**config.mk**
```make
export PLATFORM = sky130hd
export DESIGN_NAME = fetch_pc_unit
export DESIGN_NICKNAME = d
export VERILOG_FILES = /design/src/rtl/cpu_pkg.sv /design/src/rtl/npc_calc.sv /design/src/rtl/fetch_pc_unit.sv
export SDC_FILE = /design/constraint.sdc
export NUM_CORES = 1
export LEC_CHECK = 0
export BUFFER_PORTS_ARGS = -buffer_cell sky130_fd_sc_hd__buf_4
export CAP_MARGIN = 15
export CORE_MARGIN = 2
export CORE_UTILIZATION = 40
export CTS_CLUSTER_SIZE = 40
export DETAILED_ROUTE_END_ITERATION = 6
export SLEW_MARGIN = 20
export SYNTH_ARGS = -nofsm -noshare
export SYNTH_HDL_FRONTEND = slang
export SYNTH_SLANG_ARGS = --single-unit
export TNS_END_PERCENT = 20
```
**constraint.sdc**
```tcl
create_clock -name clk -period 7.9 [get_ports clk]
set_input_delay 1.58 -clock clk [delete_from_list [all_inputs] [get_ports clk]]
set_output_delay 1.58 -clock clk [all_outputs]
set_load 0.1 [all_outputs]
```
**src/rtl/cpu_pkg.sv**
```systemverilog
// Shared constants for the MIPS core: next-PC selector codes, reset PC and
// instruction-memory geometry.
package cpu_pkg;

    // Next-PC selector codes driven by the decode-stage controller.
    localparam logic [2:0] NPC_SEQ = 3'b000;  // pc_f + 4
    localparam logic [2:0] NPC_BR  = 3'b001;  // conditional branch
    localparam logic [2:0] NPC_J   = 3'b010;  // j / jal
    localparam logic [2:0] NPC_JR  = 3'b011;  // jr / jalr

    localparam logic [31:0] PC_RESET = 32'h0000_3000;
    localparam logic [31:0] IM_BASE  = 32'h0000_3000;
    localparam int          IM_WORDS = 4096;

    // Instruction word loaded into IF/ID on reset.
    localparam logic [31:0] NOP_WORD = 32'h0;

endpackage

```
**src/rtl/npc_calc.sv**
```systemverilog
// Combinational next-PC selector. Branch and jump targets are formed from the
// decode-stage PC (pc_d) because the control instruction sits in ID while the
// delay slot is being fetched at pc_f.
module npc_calc
    import cpu_pkg::*;
(
    input  logic [2:0]  npc_op,
    input  logic        cmp,
    input  logic [31:0] pc_f,
    input  logic [31:0] pc_d,
    input  logic [15:0] imm16,
    input  logic [25:0] instr_index,
    input  logic [31:0] rs_fwd,
    output logic [31:0] npc
);

    logic [31:0] seq_target;
    logic [31:0] br_target;
    logic [31:0] j_target;

    assign seq_target = pc_f + 32'd4;
    assign br_target  = pc_d + 32'd4 + {{14{imm16[15]}}, imm16, 2'b00};
    assign j_target   = {pc_d[31:28], instr_index, 2'b00};

    // Select the next fetch address; unknown selector codes fall back to sequential.
    always_comb begin
        npc = seq_target;
        case (npc_op)
            NPC_BR:  npc = cmp ? br_target : seq_target;
            NPC_J:   npc = j_target;
            NPC_JR:  npc = rs_fwd;
            default: npc = seq_target;
        endcase
    end

endmodule

```
**src/rtl/fetch_pc_unit.sv**
```systemverilog
// IF-stage program counter and IF/ID pipeline register with delayed-branch
// semantics: the slot instruction at pc_f is always latched, never squashed.
// A sticky fault flag records any load of a misaligned or out-of-range PC.
module fetch_pc_unit
    import cpu_pkg::*;
#(
    parameter logic [31:0] PC_RESET_VAL = PC_RESET,
    parameter logic [31:0] IM_BASE_VAL  = IM_BASE,
    parameter int          IM_DEPTH     = IM_WORDS
) (
    input  logic        clk,
    input  logic        rst_n,
    input  logic        stall,
    input  logic [2:0]  npc_op,
    input  logic        cmp,
    input  logic [15:0] imm16,
    input  logic [25:0] instr_index,
    input  logic [31:0] rs_fwd,
    input  logic [31:0] instr_f,
    output logic [31:0] pc_f,
    output logic [31:0] ir_d,
    output logic [31:0] pc_d,
    output logic [31:0] pc8_d,
    output logic        fault
);

    // Highest word-aligned legal fetch address.
    localparam logic [31:0] IM_LAST = IM_BASE_VAL + 32'(IM_DEPTH) * 32'd4 - 32'd4;

    logic [31:0] npc;
    logic        npc_legal;

    npc_calc u_npc_calc (
        .npc_op      (npc_op),
        .cmp         (cmp),
        .pc_f        (pc_f),
        .pc_d        (pc_d),
        .imm16       (imm16),
        .instr_index (instr_index),
        .rs_fwd      (rs_fwd),
        .npc         (npc)
    );

    // Legal target: word aligned and inside instruction memory.
    always_comb begin
        npc_legal = (npc[1:0] == 2'b00) && (npc >= IM_BASE_VAL) && (npc <= IM_LAST);
    end

    assign pc8_d = pc_d + 32'd8;

    // PC and IF/ID registers advance together; a stall freezes both so the
    // branch in ID is re-evaluated on the first unstalled cycle.
    always_ff @(posedge clk or negedge rst_n) begin
        if (!rst_n) begin
            pc_f  <= PC_RESET_VAL;
            ir_d  <= NOP_WORD;
            pc_d  <= PC_RESET_VAL;
            fault <= 1'b0;
        end else if (!stall) begin
            pc_f <= npc;
            ir_d <= instr_f;
            pc_d <= pc_f;
            if (!npc_legal) begin
                fault <= 1'b1;
            end
        end
    end

endmodule

```
==> results.ini <==
[power_and_ir_drop]
total_power_mw = 3.394
p_sw_mw = 2.014
irDropWorstVdd_mv = 0.1546
leakagePower_nw = 4.751
p_sw_share_pct = 59.34
p_seq_share_pct = 22.5
powerDensity_mw_per_mm2 = 329.9
clkPwrFrac_pct = 13.6
internal_power_mw = 1.380
pwr-share-comb_pct = 63.9

[clock_tree]
cts.sinks = 97
cts.repair.resized = 0
cts_max_path_buffers = 2
clkTransAtPathRegs_ps = 80
ctsHoldBuffers = 0
clock-root-buffer = clkbuf_16
numCtsBuffers = 9
cts_tree = done
post-cts-setup-buffer-count = 0
clk_latency_ps = 360
cts_max_level = 3

[die]
dieHeight_um = 145.6
die-area_sq_mm = 0.02119
die_x_um = 145.6
initial_core_util_pct = 40.93
core_area_sq_mm = 0.01959
pin_count = 242
rows = 51

[detailed_routing]
routed-via-count = 8029
wire_per_inst_um = 19.29
vias_per_cell = 5.674
firstDrtPassIters = 5
first_iter_violations = 612
finalWirelength_um = 27300
ant_nets = 0
route.detailed.drc = 0

[global_route]
antenna_found_initial = 0
grt_overflow_total = 0
grt_pass1_wl_um = 43480
grt_max_degree = 65
grt_use_total_pct = 25.64
grt_pass1_vias = 7870

[layout]
area_growth_pct = 28.31
antenna_cells = 0
most-common-layout-cells = buf_4, nand2_1, dfrtp_1
nets = 1318
fillers = 1937
layout_commonest_cell = buf_4
stdcell_area_sq_mm = 0.01029
drive_gt1_share_pct = 29.83

[worst_setup_path]
critPathArrivalTime_ps = 3190
r2r_slack_ps = 3900
rr_worst_depth = 14
cp_max_fo = 8
rr_startpoint = pc_d[3]$_DFFE_PN0N_
r2r-end = fault$_DFFE_PN0P_
start_kind = flop
crit_required_ps = 6320
path_class = reg -> out
end_kind = output port

[run]
cap_violations = 0

[timing]
period_share_pct = 60.40
fin_tns_setup_ps = 0
rsz0062_at_grt = false
hold_viol = 0
worst_pin_slew_ps = 941.1
worst_clock_skew_ps = 11.51
fmax_mhz = 209.6
setup_viol = 0
period_minus_slack_ps = 4772
drv_slew = 0
relSlewSlack_pct = 37.03

[worst_hold_path]
hold_depth = 1
hp-start = ir_d[29]$_DFFE_PN0N_
whs_endpoint = ir_d[29]$_DFFE_PN0N_
worstHoldPathType = reg -> reg

[place]
gp_congestion = 0.9644
io_buffers = 241
place_area_sq_mm = 0.009981
hpwl_um = 20940

[logic_synthesis]
synth_fp_nets = 1112
synthArstFlopShare_pct = 100.0
yosysWarnings = 0
synth.avg_cell_area_sq_um = 8.539
seq_area_frac_synth_pct = 30.34
ys_types = 66
synth_area_sq_mm = 0.008018
synthCells = 939
synth_seq_cells = 97
synth_ff_type = dfrtp_1
synth_edf_count = 0

[outcome]
status = finished, final reports clean

## registers in the layout, indices dropped and copies added (netlist names)
register  cells
ir_d         32
fault         1
pc_f         32
pc_d         32
## worst max-delay path by stage
stage                                    from           endpoint  cells after the start
after global routing      pc_d[3]$_DFFE_PN0N_          pc8_d[31]                      8
after global placement               imm16[1]  fault$_DFFE_PN0P_                     15
after floorplan           pc_d[3]$_DFFE_PN0N_          pc8_d[29]                      8
after detailed placement             imm16[1]  fault$_DFFE_PN0P_                     15
final                     pc_d[3]$_DFFE_PN0N_          pc8_d[31]                      8
after CTS                 pc_d[3]$_DFFE_PN0N_          pc8_d[31]                      8
## layout make-up
class                      count  area [sq um]  area share (%)
sequential                    97          2432           23.64
clock buffer                   9         225.2           2.189
clock inverter                 7         81.33          0.7906
multi-input combinational    774          5306           51.58
inverter                      17         63.81          0.6203
tap                          265         331.6           3.223
timing repair buffer         246          1847           17.95
## synthesized netlist by cell type, types with 8 or more instances
cell type  count  area [sq um]
nor3_1        13         65.06
a21o_1        12         90.09
nand2_1      104         390.4
buf_2         10         50.05
xor2_1        28         245.2
a211oi_1       8         60.06
and3_1        16         100.1
o21ai_0       72         360.4
ha_1          59         738.2
inv_1         16         60.06
o211ai_1       8         60.06
and2_1        10         62.56
a21oi_1       66         330.3
clkbuf_1      35         131.4
mux2_2        63         709.4
nand4_1       18         112.6
nand2b_1      13         81.33
xnor2_1       40         350.3
o31ai_1       10         75.07
dfrtp_1       93          2327
mux2i_1       13         130.1
nor2_1        70         262.8
nand3_1       43         215.2
## metrics by stage
step | worst slack [ps] | utilization, % | hold WS, ps | instances
after global placement | 3005 | 50.95 | 489.2 | 1399
after CTS | 3008 | 52.51 | 513.6 | 1415
after global routing | 2805 | 52.51 | 531.5 | 1415
after floorplan | 2151 | - | 718.0 | 939
after detailed placement | 2888 | 50.95 | 495.3 | 1399
final | 3128 | 52.51 | 511.4 | 1415
## cell families after synthesis
group           count (synthesis)  share of synthesized area (%)
flops                          97                          30.34
compound gates                247                          19.41
mux                            76                          10.47
fa+ha+maj                      60                          9.457
buf+inv                        68                          3.480
simple gates                  323                          19.41
xor+xnor                       68                          7.428
## critical path, stage by stage, from the launching register on
cell	delay (ps)
dfrtp_1	530
ha_1	260
and3_1	310
nand2_1	170
or2_2	340
nor3_1	520
nand3_1	190
xnor2_1	190
buf_4	310
## layer usage
metal  vias up  GRT usage [%]  share of wire (%)
li1       3851              -                  -
met1      3782          36.95                 46
met2       362          38.93                 44
met3        34          5.204                8.3
met4         0          7.402                1.7
met5         -              0                  0
## power by group through the flow
stage	Combinational [mW]	Clock (mW)	Sequential (mW)
after floorplan	1.02	0	1.39
after global placement	2.16	0	0.769
after detailed placement	2.16	0	0.772
after CTS	2.17	0.476	0.762
after global routing	2.29	0.488	0.784
final	2.17	0.461	0.764
No activity file was read; power rests on OpenSTA's default activity.
